--- src/rtl/ber_if.sv ---
// ber_if: sample stream in, BER counts and lock status out, for one ber_counter branch
interface ber_if #(
  parameter int NB_CNT = 64,
  parameter int NB_DLY = 9
);
  logic              i_enb;
  logic              i_valid;
  logic              i_ref_bit;
  logic              i_rx_bit;
  logic              i_clear;
  logic [NB_CNT-1:0] o_samp;
  logic [NB_CNT-1:0] o_error;
  logic              o_locked;
  logic [NB_DLY-1:0] o_delay;
  modport master (
    output i_enb, i_valid, i_ref_bit, i_rx_bit, i_clear,
    input  o_samp, o_error, o_locked, o_delay
  );
  modport slave (
    input  i_enb, i_valid, i_ref_bit, i_rx_bit, i_clear,
    output o_samp, o_error, o_locked, o_delay
  );
endinterface

--- src/rtl/ber_counter.sv ---
// ber_counter: aligns PRBS reference to received bits by delay search, then counts samples and errors
module ber_counter #(
  parameter int NB_CNT      = 64,
  parameter int DELAY_DEPTH = 512,
  parameter int NB_DLY      = 9,
  parameter int WIN_LEN     = 1023,
  parameter int NB_WIN      = 10,
  parameter int LOCK_THR    = 64
) (
  input logic clk,
  input logic i_rst,
  ber_if.slave bus
);
  typedef enum logic [1:0] {IDLE, FILL, SEARCH, LOCKED} state_t;
  localparam logic [NB_DLY-1:0] FILL_LAST = NB_DLY'(DELAY_DEPTH - 2);
  localparam logic [NB_DLY-1:0] DLY_LAST  = NB_DLY'(DELAY_DEPTH - 1);
  localparam logic [NB_WIN-1:0] WIN_LAST  = NB_WIN'(WIN_LEN - 1);
  localparam logic [NB_WIN-1:0] THR       = NB_WIN'(LOCK_THR);
  state_t                 state;
  logic [DELAY_DEPTH-2:0] sr;
  logic [DELAY_DEPTH-1:0] taps;
  logic [NB_DLY-1:0]      fill_cnt, best_d, delay;
  logic [NB_WIN-1:0]      win, werr, best_err, wnew;
  logic [NB_CNT-1:0]      samp, err;
  logic                   locked, smp, mis, win_end;
  // tap 0 is the undelayed reference; tap d is the reference d valid samples ago
  assign taps    = {sr, bus.i_ref_bit};
  assign smp     = bus.i_enb & bus.i_valid;
  assign mis     = bus.i_rx_bit ^ taps[delay];
  assign wnew    = werr + NB_WIN'(mis);
  assign win_end = win == WIN_LAST;
  assign bus.o_samp   = samp;
  assign bus.o_error  = err;
  assign bus.o_locked = locked;
  assign bus.o_delay  = delay;
  always_ff @(posedge clk or posedge i_rst) begin
    if (i_rst) begin
      state    <= IDLE;
      sr       <= '0;
      fill_cnt <= '0;
      best_d   <= '0;
      delay    <= '0;
      win      <= '0;
      werr     <= '0;
      best_err <= '0;
      samp     <= '0;
      err      <= '0;
      locked   <= 1'b0;
    end else begin
      if (smp) sr <= {sr[DELAY_DEPTH-3:0], bus.i_ref_bit};
      if (bus.i_clear) begin
        samp <= '0;
        err  <= '0;
      end else if (state == LOCKED && smp && !(&samp)) begin
        samp <= samp + 1'b1;
        err  <= err + NB_CNT'(mis);
      end
      if (!bus.i_enb) begin
        state  <= IDLE;
        locked <= 1'b0;
      end else case (state)
        IDLE: begin
          state    <= FILL;
          fill_cnt <= '0;
        end
        FILL: if (bus.i_valid) begin
          if (fill_cnt == FILL_LAST) begin
            state    <= SEARCH;
            delay    <= '0;
            win      <= '0;
            werr     <= '0;
            best_err <= '1;
            best_d   <= '0;
          end else fill_cnt <= fill_cnt + 1'b1;
        end
        SEARCH: if (bus.i_valid) begin
          if (!win_end) begin
            win  <= win + 1'b1;
            werr <= wnew;
          end else begin
            win  <= '0;
            werr <= '0;
            if (wnew < best_err) begin
              best_err <= wnew;
              best_d   <= delay;
            end
            // best_err is never zero here, so a clean window always takes the current delay
            if (wnew == '0 || delay == DLY_LAST) begin
              state  <= LOCKED;
              locked <= 1'b1;
              delay  <= (wnew < best_err) ? delay : best_d;
            end else delay <= delay + 1'b1;
          end
        end
        LOCKED: if (bus.i_valid) begin
          if (!win_end) begin
            win  <= win + 1'b1;
            werr <= wnew;
          end else begin
            win  <= '0;
            werr <= '0;
            if (wnew > THR) begin
              state    <= SEARCH;
              locked   <= 1'b0;
              delay    <= '0;
              best_err <= '1;
              best_d   <= '0;
            end
          end
        end
      endcase
    end
  end
endmodule

--- src/flat_wrapper.sv ---
// flat-port wrapper written by rule: the top's interface ports become plain ports
module ber_counter_flat 
#(
  parameter int NB_CNT      = 64,
  parameter int DELAY_DEPTH = 512,
  parameter int NB_DLY      = 9,
  parameter int WIN_LEN     = 1023,
  parameter int NB_WIN      = 10,
  parameter int LOCK_THR    = 64
)
  (clk, i_rst, bus_i_enb, bus_i_valid, bus_i_ref_bit, bus_i_rx_bit, bus_i_clear, bus_o_samp, bus_o_error, bus_o_locked, bus_o_delay);
  ber_if #(.NB_CNT(NB_CNT), .NB_DLY(NB_DLY)) bus_i ();
  input logic clk;
  input logic i_rst;
  input wire logic [$bits(bus_i.i_enb)-1:0] bus_i_enb;
  input wire logic [$bits(bus_i.i_valid)-1:0] bus_i_valid;
  input wire logic [$bits(bus_i.i_ref_bit)-1:0] bus_i_ref_bit;
  input wire logic [$bits(bus_i.i_rx_bit)-1:0] bus_i_rx_bit;
  input wire logic [$bits(bus_i.i_clear)-1:0] bus_i_clear;
  output wire logic [$bits(bus_i.o_samp)-1:0] bus_o_samp;
  output wire logic [$bits(bus_i.o_error)-1:0] bus_o_error;
  output wire logic [$bits(bus_i.o_locked)-1:0] bus_o_locked;
  output wire logic [$bits(bus_i.o_delay)-1:0] bus_o_delay;
  assign bus_i.i_enb = bus_i_enb;
  assign bus_i.i_valid = bus_i_valid;
  assign bus_i.i_ref_bit = bus_i_ref_bit;
  assign bus_i.i_rx_bit = bus_i_rx_bit;
  assign bus_i.i_clear = bus_i_clear;
  assign bus_o_samp = bus_i.o_samp;
  assign bus_o_error = bus_i.o_error;
  assign bus_o_locked = bus_i.o_locked;
  assign bus_o_delay = bus_i.o_delay;
  ber_counter #(.NB_CNT(NB_CNT), .DELAY_DEPTH(DELAY_DEPTH), .NB_DLY(NB_DLY), .WIN_LEN(WIN_LEN), .NB_WIN(NB_WIN), .LOCK_THR(LOCK_THR)) u_core (.clk(clk), .i_rst(i_rst), .bus(bus_i));
endmodule
--- config.mk ---
export PLATFORM = sky130hd
export DESIGN_NAME = ber_counter_flat
export DESIGN_NICKNAME = d
export VERILOG_FILES = /design/src/rtl/ber_if.sv /design/src/rtl/ber_counter.sv /design/src/flat_wrapper.sv
export SDC_FILE = /design/constraint.sdc
export NUM_CORES = 2
export LEC_CHECK = 0
export ABC_AREA = 1
export CAP_MARGIN = 10
export CORE_MARGIN = 2
export CORE_UTILIZATION = 55
export CTS_BUF_LIST = sky130_fd_sc_hd__clkbuf_4 sky130_fd_sc_hd__clkbuf_8
export DETAILED_ROUTE_END_ITERATION = 10
export GPL_ROUTABILITY_DRIVEN = 0
export PLACE_DENSITY = 0.77
export SYNTH_ARGS = -nofsm -noshare
export SYNTH_HDL_FRONTEND = slang
export SYNTH_SLANG_ARGS = --single-unit
--- constraint.sdc ---
create_clock -name clk -period 70.5 [get_ports clk]
set_clock_uncertainty 0.2 [all_clocks]
set_input_delay 17.625 -clock clk [delete_from_list [all_inputs] [get_ports clk]]
set_output_delay 17.625 -clock clk [all_outputs]
set_load 0.02 [all_outputs]
### Word level (Yosys, flattened, before mapping)

Index checks and enable logic that the tools add are counted.

| cells by class | value |
|---|---|
| add/subtract/negate cells | 6 |
| $mul | 0 |
| divide/modulo/power cells | 0 |
| $lt $le $gt $ge | 3 |
| eq/ne operators | 25 |
| shift operators | 0 |
| multiplexer cells | 57 |
| bitwise operators | 2 |
| reductions and logical operators | 18 |

Operators with widths:

| cell | number |
|---|---|
| $mux W64 | 4 |
| $mux W10 | 14 |
| $mux W9 | 13 |
| $add A64 B1 Y64 | 1 |
| $add A64 B1 Y64 const B | 1 |
| $reduce_and A64 Y1 | 1 |
| $pmux W9 S3 | 2 |
| $pmux W10 S2 | 2 |
| $pmux W10 S3 | 1 |
| $add A9 B1 Y9 const B | 2 |
| $eq A9 B9 Y1 const B | 2 |
| $mux W2 | 9 |
| $pmux W9 S2 | 1 |
| $ne A3 B2 Y1 const B | 4 |
| $ne A3 B3 Y1 const B | 4 |
| $add A10 B1 Y10 | 1 |
| $add A10 B1 Y10 const B | 1 |
| $eq A10 B10 Y1 const B | 1 |
| $gt A10 B7 Y1 const B | 1 |
| $logic_not A10 Y1 | 1 |
| $lt A10 B10 Y1 | 1 |
| $lt A9 B10 Y1 const B | 1 |
| $ne A2 B1 Y1 const B | 5 |
| $ne A2 B2 Y1 const B | 5 |
| 22 further kinds | 33 |

| word-level totals | value |
|---|---|
| register bits | 699 |
| bits in latches | 0 |
| memory bits (writable) | 0 |
| ROM bits | 0 |
| bits of input ports | 7 |
| output and inout port bits | 138 |
| word-level logic and storage cells | 122 |
| memories kept | 0 |

### Depth between registers and ports, before layout

| depth | value |
|---|---|
| word-level depth | 11 |
| mapped depth | 35 |
| mapped depth without buffers | 31 |

### Least setup slack after synthesis

No wires, ideal clock.

| timing | value |
|---|---|
| path kind | input -> register |
| start point | input bus_i_ref_bit |
| end point | register u_core.delay[7] (netlist: u_core.bus.o_delay[7]) |
| setup time | 117 ps |
| data arrival time | 20238 ps |
| data required time | 70183 ps |
| slack | 49945 ps |
| stages | 28 |
| buffers on the path | 1 |
| path through | nand2_1 nand3_1 nand3_1 nand3_1 nand3_1 nand3_1 nand2_1 nand2_1 nand3_1 nand3_1 nand2_1 nand2_1 nand2_1 ha_1 nand3_1 nor2_1 nand2_1 xor2_1 inv_1 ha_1 a31o_2 nor2_2 buf_6 nand2_4 nand2_1 nand3_1 nand2_1 nand2_1 |

| on the way | value |
|---|---|
| cells in the longest elaborated chain, start to end | 10 |
| elaborated cells between the ends (all ways) | 15 |
| classes of those cells | add/sub: 1; order compare: 2; eq/ne: 1; mux: 7; bitwise: 1; reduce/logical: 3 |

RTL lines:

| item | line | text |
|---|---|---|
| start: declaration | flat_wrapper.sv:17 | `input wire logic [$bits(bus_i.i_ref_bit)-1:0] bus_i_ref_bit;` |
| $bmux W1 S9 * | ber_counter.sv:29 | `assign mis = bus.i_rx_bit ^ taps[delay];` |
| $mux W1 (not written as such) * | ber_counter.sv:29 |  |
| $xor A1 B1 Y1 * | ber_counter.sv:29 |  |
| $add A10 B1 Y10 * | ber_counter.sv:30 | `assign wnew = werr + NB_WIN'(mis);` |
| $lt A10 B10 Y1 or $logic_not A10 Y1 (tied branches) | ber_counter.sv:91, ber_counter.sv:88 |  |
| $mux W9 or $logic_or A1 B1 Y1 (tied branches) | - |  |
| $mux W9 | ber_counter.sv:88 | `if (wnew == '0 \|\| delay == DLY_LAST) begin` |
| $mux W9 | ber_counter.sv:77 | `if (!win_end) begin` |
| $mux W9 | ber_counter.sv:76 | `SEARCH: if (bus.i_valid) begin` |
| $pmux W9 S3 | ber_counter.sv:61 | `end else case (state)` |
| end signal: assignment | ber_counter.sv:91 | `delay <= (wnew < best_err) ? delay : best_d;` |
| end signal: assignment | ber_counter.sv:92 | `end else delay <= delay + 1'b1;` |
| end: declaration | ber_counter.sv:22 | `logic [NB_DLY-1:0] fill_cnt, best_d, delay;` |

Mark *: on every way between the ends. The rest lies on a longest branch, timed or not. The select of a mux whose other input is x is not followed.
A chain may end at the register's enable or synchronous reset.

### Worst setup path after layout

| timing | value |
|---|---|
| start point | input bus_i_ref_bit |
| end point | register u_core.best_err[9] |

| on the way | value |
|---|---|
| cells in the longest elaborated chain, start to end | 8 |
| elaborated cells between the ends (all ways) | 13 |
| classes of those cells | add/sub: 1; order compare: 2; eq/ne: 2; mux: 6; bitwise: 1; reduce/logical: 1 |

RTL lines:

| item | line | text |
|---|---|---|
| $bmux W1 S9 * | ber_counter.sv:29 |  |
| $mux W1 (not written as such) * | ber_counter.sv:29 |  |
| $xor A1 B1 Y1 * | ber_counter.sv:29 |  |
| $add A10 B1 Y10 * | ber_counter.sv:30 |  |
| branches (longest 4 deep; another with $gt A10 B7 Y1) | - |  |
| end signal: assignment | ber_counter.sv:84 | `best_err <= wnew;` |
| end: declaration | ber_counter.sv:23 | `logic [NB_WIN-1:0] win, werr, best_err, wnew;` |

Every way passes the cells marked *. The select of a mux whose other input is x is not followed.

==> flow_summary.json <==
{
  "power_mw": 1.16,
  "synthFlopType": "dfrtp_1",
  "die_w_microns": 258,
  "yosysMostFrequentCell": "nand2_1",
  "initial_core_util_pct": 55.4,
  "synthTopCellsByArea": "dfrtp_1 49%, nand2_1 15%, o21ai_0 8.6%, nand3_1 8.6%, inv_1 4.8%",
  "rr_startpoint": "u_core.bus.o_delay[0]$_DFFE_PP0P_",
  "fillers": 5664,
  "drtIter0Drc": 3776,
  "synth_seq_cells": 699,
  "cts_max_path_buffers": 3,
  "min-delay-start": "u_core.best_err[2]$_DFFE_PP0P_",
  "synth_nets": 4705,
  "criticalPathCategory": "in -> reg",
  "wire_per_inst_microns": 16.7,
  "numPortBuffers": 144,
  "fmax_mhz": 46.3,
  "relSlewSlack_pct": 20.8,
  "clk_pin_slew_ns": 0.06,
  "cts_setup_buffers": 0,
  "grt_setup_unrepaired": "no",
  "synth_enable_flop_cells": 0,
  "ys_top_cells_by_count": "1387 x nand2_1, 699 x dfrtp_1, 611 x o21ai_0",
  "hp-class": "reg -> reg",
  "yosysSeqAreaShare_pct": 49.3,
  "htree_levels": 3,
  "post-route-min-period_ns": 21.58,
  "syn_area_sq_um": 35500,
  "ir_drop_mv": 0.0232,
  "crit_path_end_kind": "flop",
  "r2r_slack_ns": 63.33,
  "crit_path_start_kind": "input port",
  "finalMaxSlewViolations": 0,
  "cts_tree": "done",
  "wirelength_microns": 94200,
  "setup_viol": 0,
  "yosys_warnings": 0,
  "synth.avg_cell_area_sq_um": 7.58,
  "r2r_end": "u_core.best_err[9]$_DFFE_PP0P_",
  "grt_overflow": 0,
  "finalCritPeriodShare_pct": 30.6,
  "num_io_pins": 145,
  "hold_viol": 0,
  "clock_sinks": 699,
  "core_area_sq_um": 64100,
  "power_density_nw_per_um2": 29.1,
  "grt_use_total_pct": 28.4,
  "async_flop_share_pct": 100,
  "holdPathEnd": "u_core.best_err[2]$_DFFE_PP0P_",
  "r2r_cells": 29,
  "drive_above_1_share_pct": 5.98,
  "cts_resized": 0,
  "final_nets": 4731,
  "clk-insertion-delay-late_ns": 0.74,
  "antenna_found_initial": 2,
  "final_cells": 5656,
  "drc": 0,
  "first_global_vias": 30400,
  "rows": 93,
  "grt_first_pass_wirelength_microns": 157000,
  "via_per_inst": 5.66,
  "final_util_pct": 61.9,
  "cp_max_fo": 11,
  "drt_pass1_iterations": 6,
  "worst_slew_pin_slew_ns": 1.18,
  "root_buffer": "clkbuf_8",
  "vias": 32000,
  "dp_hpwl_microns": 56900,
  "ctsHoldBuffers": 0,
  "holdWs_ns": 0.274,
  "numCtsBuffers": 113,
  "worst_ep_arrival_time_ns": 22.01,
  "synth_cell_types": 50,
  "drv_cap": 0,
  "fin_setup_tns_ns": 0,
  "synth_area_leader_cell": "dfrtp_1",
  "syn2layout_area_growth_pct": 11.8,
  "power_leakage_nw": 17.2,
  "drtAntennaViolNets": 0,
  "status": "finished clean",
  "whs_path_depth": 2,
  "dieArea_sq_um": 66600,
  "synth_top_area_share_pct": 49.3,
  "syn_inst": 4682,
  "grt_max_degree": 256,
  "dp.cells": 5448,
  "die_h_microns": 258,
  "cp.required_ns": 70.93
}
==> layout by cell type, fill, tap and decap left out, drive strengths merged <==
cell / instances
nor2: 205
nor4: 29
and3: 4
a2bb2oi: 1
clkinv: 13
or2: 3
xnor2: 14
diode: 1
o22ai: 10
nor3b: 13
bufinv: 1
nor3: 84
clkinvlp: 2
dfrtp: 699
a31oi: 6
ha: 16
o21a: 11
nand3: 612
or3: 1
nand4: 56
xor2: 48
a22oi: 1
o41ai: 2
buf: 32
nand3b: 5
a21oi: 90
clkdlybuf4s50: 143
o31ai: 30
o21ai: 613
a31o: 1
clkbuf: 189
inv: 467
nand2: 1398
o21bai: 1
==> flip-flops by register name (all words and copies together) (netlist names) <==
name	count
u_core.bus.o_locked	1
u_core.win	10
u_core.bus.o_delay	9
u_core.best_err	10
u_core.state	2
u_core.best_d	9
u_core.bus.o_error	64
u_core.bus.o_samp	64
u_core.werr	10
u_core.fill_cnt	9
u_core.sr	511
==> kinds of logic (layout without fill, tap and decap cells) <==
kind of cell	Yosys count	in the layout	share of synthesized area [%]
AOI/OAI and AO/OA	766	766	11.3
xor gates and xnor gates	62	62	1.53
adders and majority gates	16	16	0.564
buffers and inverters	729	847	8.09
DFF	699	699	49.3
other	0	1	0
and+or+nand+nor	2410	2410	29.2
==> metrics by stage <==
step                area (sq um)  worst slack, ns
CTS                        39700            48.99
global route               39700            48.46
global placement           37200            48.31
floorplan                  35500            33.07
detailed placement         37200            48.21
finish                     39700            48.92
==> routing by layer <==
layer / global-route usage (%) / part of all wire [%]
met5: 0 / 0.014
met4: 10.9 / 3.4
met3: 4.39 / 6.9
met2: 44.5 / 46
met1: 40.2 / 44
==> final cells by class <==
type	instances	area [sq um]	share of cell area (%)
inverter	465	1770	4.46
sequential	699	17500	44.1
tap	855	1070	2.70
clock inverter	18	154	0.388
antenna	1	2.50	0.00630
clock buffer	189	2350	5.92
multi-input combinational	3254	15100	38.1
timing repair buffer	175	1710	4.30
==> critical path, cell delays in order <==
cell	delay, ns
clkdlybuf4s50_1	0.48
nand2_1	0.06
nand3_1	0.11
nand3_1	0.08
nand3_1	0.10
nand3_1	0.08
nand3_1	0.16
nand2_1	0.12
nand2_1	0.07
nand3_1	0.07
nand3_1	0.09
nand3_1	0.07
nand2_1	0.13
ha_1	0.22
nand3_1	0.11
nor2_1	0.15
nand2_1	0.08
xor2_1	0.29
inv_1	0.08
ha_1	0.30
a31o_2	0.25
nor2_2	0.42
nand3_1	0.13
nand2_1	0.31
nand2_2	0.21
nand2_1	0.12
nand2_1	0.06
==> where the power goes <==
part	switching (mW)	internal (mW)	total [mW]
sequential	0.0492	0.470	0.520
clock	0.167	0.214	0.381
combinational	0.175	0.0803	0.256
total	0.392	0.765	1.16
==> worst max-delay path by stage <==
stage                   from                        endpoint  slack, ns  depth (start not counted)
2_1_floorplan          i_rst    u_core.best_d[0]$_DFFE_PP0P_      33.07                          1
3_3_place_gp   bus_i_ref_bit  u_core.best_err[2]$_DFFE_PP0P_      48.31                         27
3_5_place_dp   bus_i_ref_bit  u_core.best_err[9]$_DFFE_PP0P_      48.21                         27
4_1_cts        bus_i_ref_bit  u_core.best_err[9]$_DFFE_PP0P_      48.99                         27
5_1_grt        bus_i_ref_bit  u_core.best_err[4]$_DFFE_PP0P_      48.46                         28
6_report       bus_i_ref_bit  u_core.best_err[9]$_DFFE_PP0P_      48.92                         27
No activity file was read; power rests on OpenSTA's default activity.
==> variant (config.mk and constraints unchanged) <==
`WIN_LEN` is set to 1023 in 2 places; all go to 511.
--- a/src/rtl/ber_counter.sv
+++ b/src/rtl/ber_counter.sv
@@ -4,5 +4,5 @@
   parameter int DELAY_DEPTH = 512,
   parameter int NB_DLY      = 9,
-  parameter int WIN_LEN     = 1023,
+  parameter int WIN_LEN     = 511,
   parameter int NB_WIN      = 10,
   parameter int LOCK_THR    = 64
--- a/src/flat_wrapper.sv
+++ b/src/flat_wrapper.sv
@@ -5,5 +5,5 @@
   parameter int DELAY_DEPTH = 512,
   parameter int NB_DLY      = 9,
-  parameter int WIN_LEN     = 1023,
+  parameter int WIN_LEN     = 511,
   parameter int NB_WIN      = 10,
   parameter int LOCK_THR    = 64
Check against the original RTL: no difference found for any inputs over 4 cycles, from zero or initial values and one cycle with i_rst high; that may be too few to reach the edited logic, so the function may still have changed.
==> variant against the original RTL <==
- synthesized cell count grew 1.0%
- worst setup slack gained 0.22 ns
- total power grew 0.37%
- wire length shrank 0.34%
- sequential share of layout area shrank 0.087 points
- design area grew 0.20%
- count of clock-buffer cells in the layout shrank 10
- synthesized area is essentially flat
- sequential cell count is the same
- via count grew 0.12%
- maximum frequency grew 1.0%
==> variant: results (changes against the original RTL) <==
[run_status]
outcome = finished, final reports clean

[logic_synthesis]
yosys-top-cells-count = nand2_1, dfrtp_1, nand3_1, o21ai_0, inv_1
synth_fa_ha_area_frac = 0.00564  ; about the same
netlist-cell-type-count = 42  ; -16%
synth_compound_area_frac = 0.109  ; -0.00366
yosysWarningCount = 0  ; unchanged
synthCells = 4729  ; +1.0%
yosys.area_share.xor_xnor = 0.0155  ; +0.000242
yosys-top-cells-area = dfrtp_1, nand2_1, nand3_1, o21ai_0, inv_1

[global_route]
grt_pass1_wl_um = 155000  ; -0.95%
grt_use_met1 = 0.398  ; -0.00357
grt_max_degree = 259  ; +1.2%
first_global_vias = 29900  ; -1.8%
grtUsageMet2 = 0.436  ; -0.00881
track_usage = 0.282  ; -0.00266

[finish]
drive_above_1_share = 0.0566  ; -0.00317
fill_cells = 5593  ; -1.3%

[clock_tree]
cts-resized-gates = 0  ; unchanged
cts_made_buffers = 116  ; +2.7%
clk_latency_ns = 0.77  ; +0.03 ns

[placed_design]
dp_slack_ns = 48.46  ; +0.243 ns
dp_hpwl_um = 56500  ; -0.63%
place_area_um2 = 37200  ; +0.16%
place_inst = 5493  ; +0.83%

[detailed_routing]
wl_met3_um = 7290  ; +12%
wl_met1_um = 40700  ; -1.4%
viasPerCell = 5.63  ; -0.57%
drt_iter0_drc = 3450  ; -8.6%
via_count = 32100  ; +0.12%

[power_and_ir_drop]
peakVddDrop_mv = 0.0212  ; -8.9%
clockPowerShare = 0.333  ; +0.003
leakagePower_nw = 17.1  ; -0.27%
power.total_mw = 1.16  ; +0.37%

[timing]
worstMarginPinSlew_ns = 1.17  ; -0.0136 ns
hold_slack_ns = 0.247  ; -0.0266 ns

[setup_path]
reg2reg_slack_ns = 63.85  ; +0.52 ns
r2r_start = u_core.bus.o_delay[1]$_DFFE_PP0P_

[hold_path]
hold_end = u_core.sr[81]$_DFFE_PP0P_

-- variant: changes by cell type after synthesis, moves of 6 or more --
| cell | before | now |
|---|---|---|
| nand2_1 | 1387 | 1416 |
| nand3_1 | 610 | 629 |
| clkbuf_1 | 167 | 184 |
| nor2_1 | 199 | 215 |
| a21oi_1 | 89 | 76 |
| buf_2 | 56 | 44 |
| buf_6 | 7 | 0 |
| buf_4 | 3 | 9 |
-- variant: area by class of cell --
| type | instances | area (um2) | share of cell area |
|---|---|---|---|
| inverter | 471 | 1790 | 0.0451 |
| multi-input combinational | 3290 | 15100 | 0.381 |
| timing repair buffer | 178 | 1730 | 0.0435 |
| clock inverter | 22 | 272 | 0.00683 |
| antenna | 1 | 2.50 | 0.0000629 |
| clock buffer | 179 | 2250 | 0.0566 |
| sequential | 699 | 17500 | 0.440 |
| tap | 855 | 1070 | 0.0269 |
